File: config.mk
export PLATFORM = sky130hd
export DESIGN_NAME = js_dec
export DESIGN_NICKNAME = d
export VERILOG_FILES = /design/src/rtl/js_pkg.sv /design/src/rtl/js_dec.sv
export SDC_FILE = /design/constraint.sdc
export NUM_CORES = 1
export LEC_CHECK = 0
export ABC_AREA = 1
export CAP_MARGIN = 5
export CORE_AREA = 2 2 39 41
export DETAILED_ROUTE_END_ITERATION = 10
export DIE_AREA = 0 0 41 43
export SKIP_LAST_GASP = 1
export SYNTH_ARGS = -nofsm -noshare
export SYNTH_HDL_FRONTEND = slang
export SYNTH_SLANG_ARGS = --single-unit
File: constraint.sdc
create_clock -name vclk -period 0.8
set_input_delay 0.08 -clock vclk [all_inputs]
set_output_delay 0.08 -clock vclk [all_outputs]
set_load 0.05 [all_outputs]
File: src/rtl/js_pkg.sv
// Shared Johnson-code constants, FSM state encoding and small helpers for the
// Johnson-counter decoder/checker.
package js_pkg;

  localparam int unsigned VAL_W  = 3;
  localparam int unsigned CODE_W = 4;

  // Eight-state Johnson sequence; bit [0] is the leftmost bit.
  localparam logic [0:CODE_W-1] S0 = 4'b0000;
  localparam logic [0:CODE_W-1] S1 = 4'b1000;
  localparam logic [0:CODE_W-1] S2 = 4'b1100;
  localparam logic [0:CODE_W-1] S3 = 4'b1110;
  localparam logic [0:CODE_W-1] S4 = 4'b1111;
  localparam logic [0:CODE_W-1] S5 = 4'b0111;
  localparam logic [0:CODE_W-1] S6 = 4'b0011;
  localparam logic [0:CODE_W-1] S7 = 4'b0001;

  typedef enum logic [1:0] {
    HUNT    = 2'd0,
    CONFIRM = 2'd1,
    LOCKED  = 2'd2
  } state_t;

  // Successor in the count sequence; 7 wraps to 0.
  function automatic logic [VAL_W-1:0] next_val(input logic [VAL_W-1:0] v);
    return v + VAL_W'(1);
  endfunction

endpackage

File: src/rtl/js_dec.sv
// Combinational Johnson-code decoder: 4-bit code to 3-bit count plus legal flag.
module js_dec
  import js_pkg::*;
(
  input  logic [0:CODE_W-1] d,
  output logic [VAL_W-1:0]  val_c,
  output logic              legal_c
);

  always_comb begin
    val_c   = '0;
    legal_c = 1'b1;
    case (d)
      S0:      val_c = 3'd0;
      S1:      val_c = 3'd1;
      S2:      val_c = 3'd2;
      S3:      val_c = 3'd3;
      S4:      val_c = 3'd4;
      S5:      val_c = 3'd5;
      S6:      val_c = 3'd6;
      S7:      val_c = 3'd7;
      default: legal_c = 1'b0;
    endcase
  end

endmodule

==> impl_results.md, run 1 <==
* Outcome: finished, final reports clean
* Final net count at 32
* Worst Max-Slew Pin Slew at 189 ps
* Slowest cell on crit path: buf_2
* WL per Instance at approximately 6.6 um
* Router iterations before antenna repair at 4
* Psw at 118 uW
* Multiplexer share of the synthesized area at 0
* Overall routing resource usage at 0.0340
* Yosys cell types at 7
* Syn Nets at 22
* Layout area overhead at 184%
* Filler instances at 162
* Internal at 93.6 uW
* Register area at 0 um^2
* Critical path peak fanout at 4
* CP delay by family, top: buffers and inverters
* Vias in the first global route at between 100 and 150
* Pins Over Slew Limit at 0
* Static leakage at approximately 0.12 nW
* Net Sw Frac at 0.557
* Final hold vios at 0
* Via count at 138
* Clock network power share at 0
* Setup WS pre-CTS at -386 ps
* RSZ-0062 raised after global routing: no
* Initial Utilization at 0.0579
* CP Capture Type: output port
* Port-buffer cells at 8
* Crit path kind: in2out
* Cell area after placement at 223 um^2
* Synth area leader: nand2_1
* Die Area at between 1500 and 2000 um^2
* Crit path DAT at roughly 660 ps
* Post-synthesis xor/xnor area fraction at 0.109
* Initial drt markers at 4
* Post-Syn Area at 80.1 um^2
* # Post-CTS Setup Buffers at 0
* Rel. slew slack at 0.873
* Layout cells sized above 1 at 0.692
* Sequential cells at 0
* Pwr dens at 928 nW/um^2
* Max stage delay on crit path at about 130 ps
* Routed Antenna Nets at 0
* Max Cap Viol at 0
* Synth Area in Simple Gates at 0.656
* I/O pins at 8
* Yosys Warn Count at 0
* Sequence of cells on the critical path: buf_2 > inv_2 > nand2_1 > nand3_2 > nand2_2 > buf_12
* Height of the chip at 43 um
* Worst IR drop on VDD at 0.187 mV
* Largest net degree at the start of global routing at 5
* Most common cell in the netlist: nand2_1
* Synth Area in Compound Gates at 0
* # clk buffers at 0
* Routability cong. at approximately 0.46
* Multi-input logic area at 88.8 um^2
* Worst min path class: in2out
* Residual DRC at 0
* Synth area leaders: nand2_1 (28%), nand3_1 (25%), inv_1 (19%)
* Min Tclk post-route at 739 ps
* F_max at 1350 MHz
* Total power at 211 uW
* Antenna Cells at 0
* Row Count at 14
* Total gr overflow at 0
* Synth top area share at 0.281
* Overall die width at 41 um
* Initial antenna violation count at 0
* Cells after Synth at 18
* Post-synth top cells: nand2_1 (6), inv_1 (4), nand3_1 (4)
* Syn avg cell area at between 4 and 5 um^2
* CP bufs+invs at 3
* Final hold slack at between 500 and 600 ps
* First-pass GRT wire length at approximately 460 um
* Worst Slack Setup Final at 61.4 ps
* Routed WL at 276 um
* Seq pwr share at 0
* Logic pwr share at 1.000
* Type of origin of the critical path: input port
* Inst Count DP at 42
* Hold-fix buffers, CTS at 0
* Tcrit/Tclk final at 0.923
* Core area at 1380 um^2
* Main combinational cell family by area after synthesis: simple AND/OR/NAND/NOR gates
* Final setup vio count at 0
* Dpl hpwl at 207 um
* Post-synthesis sequential area ratio at 0
* Cell area after layout at roughly 230 um^2
* Layout Cells excl Fill at 42
* Vias per cell at 3.29
* Crit path required time at 720 ps
* Synth Area in Adders at 0
-- cells by family after synthesis --
kind of cell / after synthesis
and+or+nand+nor: 12
xor gates and xnor gates: 1
buffers and inverters: 5
-- per-layer routing --
metal | part of all wire | global-route usage | up-vias | routed length (um)
met3 | 0.18 | 0 | 0 | 50
li1 | - | - | 71 | -
met1 | 0.39 | 0.0570 | 57 | 109
met5 | 0 | 0 | - | 0
met4 | 0 | 0 | 0 | 0
met2 | 0.42 | 0.0500 | 10 | 116
-- area by class of cell --
type / count / share of cell area
inverter: 5 / 0.0824
multi-input combinational: 13 / 0.390
tap: 16 / 0.0879
timing repair buffer: 8 / 0.440
-- cells in the final DEF, fill, tap and decap left out, drive strengths merged --
master,count
nand3,4
xnor2,1
nor2,1
nand2,7
buf,8
inv,5
-- through the flow --
| step | util | setup TNS, ps |
|---|---|---|
| 2_1_floorplan | - | 0 |
| 3_3_place_gp | 0.161 | -1440 |
| 3_5_place_dp | 0.161 | -1420 |
| 4_1_cts | 0.164 | 0 |
| 5_1_grt | 0.165 | 0 |
| 6_report | 0.165 | 0 |
-- power by group through the flow --
| stage | combinational [mW] | sequential [mW] | clock [mW] |
|---|---|---|---|
| floorplan | 0.0943 | 0 | 0 |
| global placement | 0.202 | 0 | 0 |
| detailed placement | 0.202 | 0 | 0 |
| CTS | 0.206 | 0 | 0 |
| global route | 0.224 | 0 | 0 |
| finish | 0.211 | 0 | 0 |
-- final timing paths --
kind  startpoint       end  depth (start not counted)
min         d[3]  val_c[2]                          4
max         d[1]   legal_c                          6
-- repair_timing --
action                     CTS  global route
hold endpoints to repair     0             0
setup endpoints to repair    4             3
pin swaps                    2             2
resized for setup           20             4
(Power assumes the default switching activity.)
==> run 2: changes to the inputs <==
--- a/config.mk
+++ b/config.mk
@@ -6,7 +6,6 @@
 export NUM_CORES = 1
 export LEC_CHECK = 0
 export ABC_AREA = 1
-export CAP_MARGIN = 5
 export CORE_AREA = 2 2 39 41
 export DETAILED_ROUTE_END_ITERATION = 10
 export DIE_AREA = 0 0 41 43
==> results of run 2 <==
Final layout, timing and power as in run 1 (identical DEF).
==> variant (settings of run 2) <==
Change the package constant `CODE_W` from 4 to 6.
--- a/src/rtl/js_pkg.sv
+++ b/src/rtl/js_pkg.sv
@@ -5,3 +5,3 @@
   localparam int unsigned VAL_W  = 3;
-  localparam int unsigned CODE_W = 4;
+  localparam int unsigned CODE_W = 6;
 
Interface: changed (resized d); port bits go from 8 to 10. No check against the original RTL was run, so the function may have changed too.
==> variant against run 2 <==
  * The run now ends with negative setup slack left
  * Power down 20%
  * Cell count up 43%
  * Die area unchanged
  * Combinational power down 20%
  * Worst setup slack worse by 170 ps
  * Wire length up 56%
  * Cell area up 57%
  * Synthesized area up 81%
  * Critical path type unchanged
  * Critical endpoint is now val_c[0]
==> variant: results (changes against run 2) <==
\begin{tabular}{lr}
\hline
Metric & Value \\
\hline
\multicolumn{2}{l}{\textbf{Detailed routing}} \\
DRT Pass-1 Iters & 1 (-3) \\
Number of violations reported at the end of detailed-routing iteration 0 & 0 (-4) \\
Via density per instance & 3.667 (+12\%) \\
Final routed wirelength across all metal layers & 430 microns (+56\%) \\
\multicolumn{2}{l}{\textbf{Global routing}} \\
Combined global-route utilization of all metal layers & 0.05495 (+0.02098) \\
Largest net degree at the start of global routing & 9 (+4) \\
Vias in the first global route & 188 (+59\%) \\
First-pass GRT wire length & 717 microns (+55\%) \\
\multicolumn{2}{l}{\textbf{Logic synthesis}} \\
Synthesized-area fraction occupied by xor and xnor cells & 0 (-0.1094) \\
Top cells by instance count after synthesis & sky130\_fd\_sc\_hd\_\_nand2\_1, sky130\_fd\_sc\_hd\_\_inv\_1, sky130\_fd\_sc\_hd\_\_nand3\_1 \\
Cell types with the largest area share after synthesis & sky130\_fd\_sc\_hd\_\_nand3\_1, sky130\_fd\_sc\_hd\_\_nand2\_1, sky130\_fd\_sc\_hd\_\_inv\_1, sky130\_fd\_sc\_hd\_\_nor2\_1, sky130\_fd\_sc\_hd\_\_nor2\_4 \\
Register area share after synthesis & 0 (unchanged) \\
Net count after synthesis & 40 (+82\%) \\
Area fraction in compound gates after synthesis & 0.03448 (+0.03448) \\
\multicolumn{2}{l}{\textbf{Min path}} \\
Critical hold path startpoint & d[1] \\
Worst hold path stage count & 5 (+1) \\
Class of the tightest hold or removal check & in2out \\
\multicolumn{2}{l}{\textbf{Power}} \\
Static Leakage & 0.0001833 uW (+53\%) \\
Worst IR drop on VDD & 0.0001364 V (-27\%) \\
\multicolumn{2}{l}{\textbf{Worst setup path}} \\
Critical path's largest stage delay & 220 ps (+90 ps) \\
Signal arrival time at the worst endpoint & 830 ps (+170 ps) \\
Worst-path fanout max & 8 (+4) \\
Slowest cell on the critical path & sky130\_fd\_sc\_hd\_\_nor2\_4 \\
Cell family with most CP delay & simple AND/OR/NAND/NOR gates \\
\multicolumn{2}{l}{\textbf{Timing}} \\
Worst rel slew slack & 0.8370 (-0.03651) \\
Slack of the critical path & -110.7 ps (-172.1 ps) \\
Setup violation total in the final timing report & 3 (+3) \\
\multicolumn{2}{l}{\textbf{Placement}} \\
Area post-placement & 316.6 sq um (+42\%) \\
Count of buffers from port buffering & 10 (+2) \\
HPWL reported at the end of detailed placement & 328.2 microns (+58\%) \\
Placer's final routability congestion estimate & 0.7480 (+62\%) \\
\multicolumn{2}{l}{\textbf{Finish}} \\
Total Nets Final & 52 (+63\%) \\
Proportion of layout cells with a drive suffix above 1 & 0.6364 (-0.05594) \\
Fillers & 152 (-6.2\%) \\
Seq Cell Count & 0 (unchanged) \\
\multicolumn{2}{l}{\textbf{Run status}} \\
Failing checks & negative setup slack \\
Status & finished, violations left \\
\hline
\end{tabular}
variant: area by class of cell:
| cell class | instances | area (sq um) | area share |
|---|---|---|---|
| Multi-Input combinational cell | 24 | 158.9 | 0.4441 |
| Timing Repair Buffer | 10 | 141.4 | 0.3951 |
| Inverter | 10 | 37.54 | 0.1049 |
| Tap cell | 16 | 20.02 | 0.05594 |
variant: report_power, final:
part | switching (uW) | internal, uW | total (uW)
clock network | 0 | 0 | 0
logic | 92.0 | 77.1 | 169
registers | 0 | 0 | 0
variant: logic make-up after synthesis:
family,count (synthesis)
and+or+nand+nor,23
buffers and inverters,10
AOI/OAI and AO/OA,1
variant: worst max path at each step:
stage,slack (ps),endpoint,startpoint
CTS,-90,val_c[0],d[1]
detailed placement,-480,val_c[2],d[3]
floorplan,-40,val_c[1],d[0]
global placement,-480,val_c[2],d[3]
global route,-150,val_c[0],d[0]
finish,-110,val_c[0],d[0]
variant: routing by layer:
layer | routed length [microns] | GRT usage | part of all wire
met5 | 0 | 0 | 0
met4 | 0 | 0 | 0
met3 | 19 | 0 | 0.044
met2 | 250 | 0.1000 | 0.58
met1 | 159 | 0.07278 | 0.37
variant: through the flow:
step | hold WS [ps] | setup TNS [ps] | std cells | worst slack (ps) | util
finish | 552.3 | -250.7 | 60 | -110.7 | 0.2586
global placement | 991.8 | -1808 | 60 | -481.0 | 0.2288
global route | 580.2 | -427.6 | 60 | -153.9 | 0.2586
floorplan | 412.9 | -43.25 | 34 | -41.37 | -
detailed placement | 989.7 | -1818 | 60 | -476.8 | 0.2288
CTS | 553.2 | -195.6 | 60 | -88.20 | 0.2459
variant: timing repair:
item / in CTS / in global routing
setup endpoints to repair: 4 / 4
resized for setup: 40 / 5
endpoints found under the hold margin: 0 / 0
pin swaps: 13 / 8
gates cloned: 0 / 0
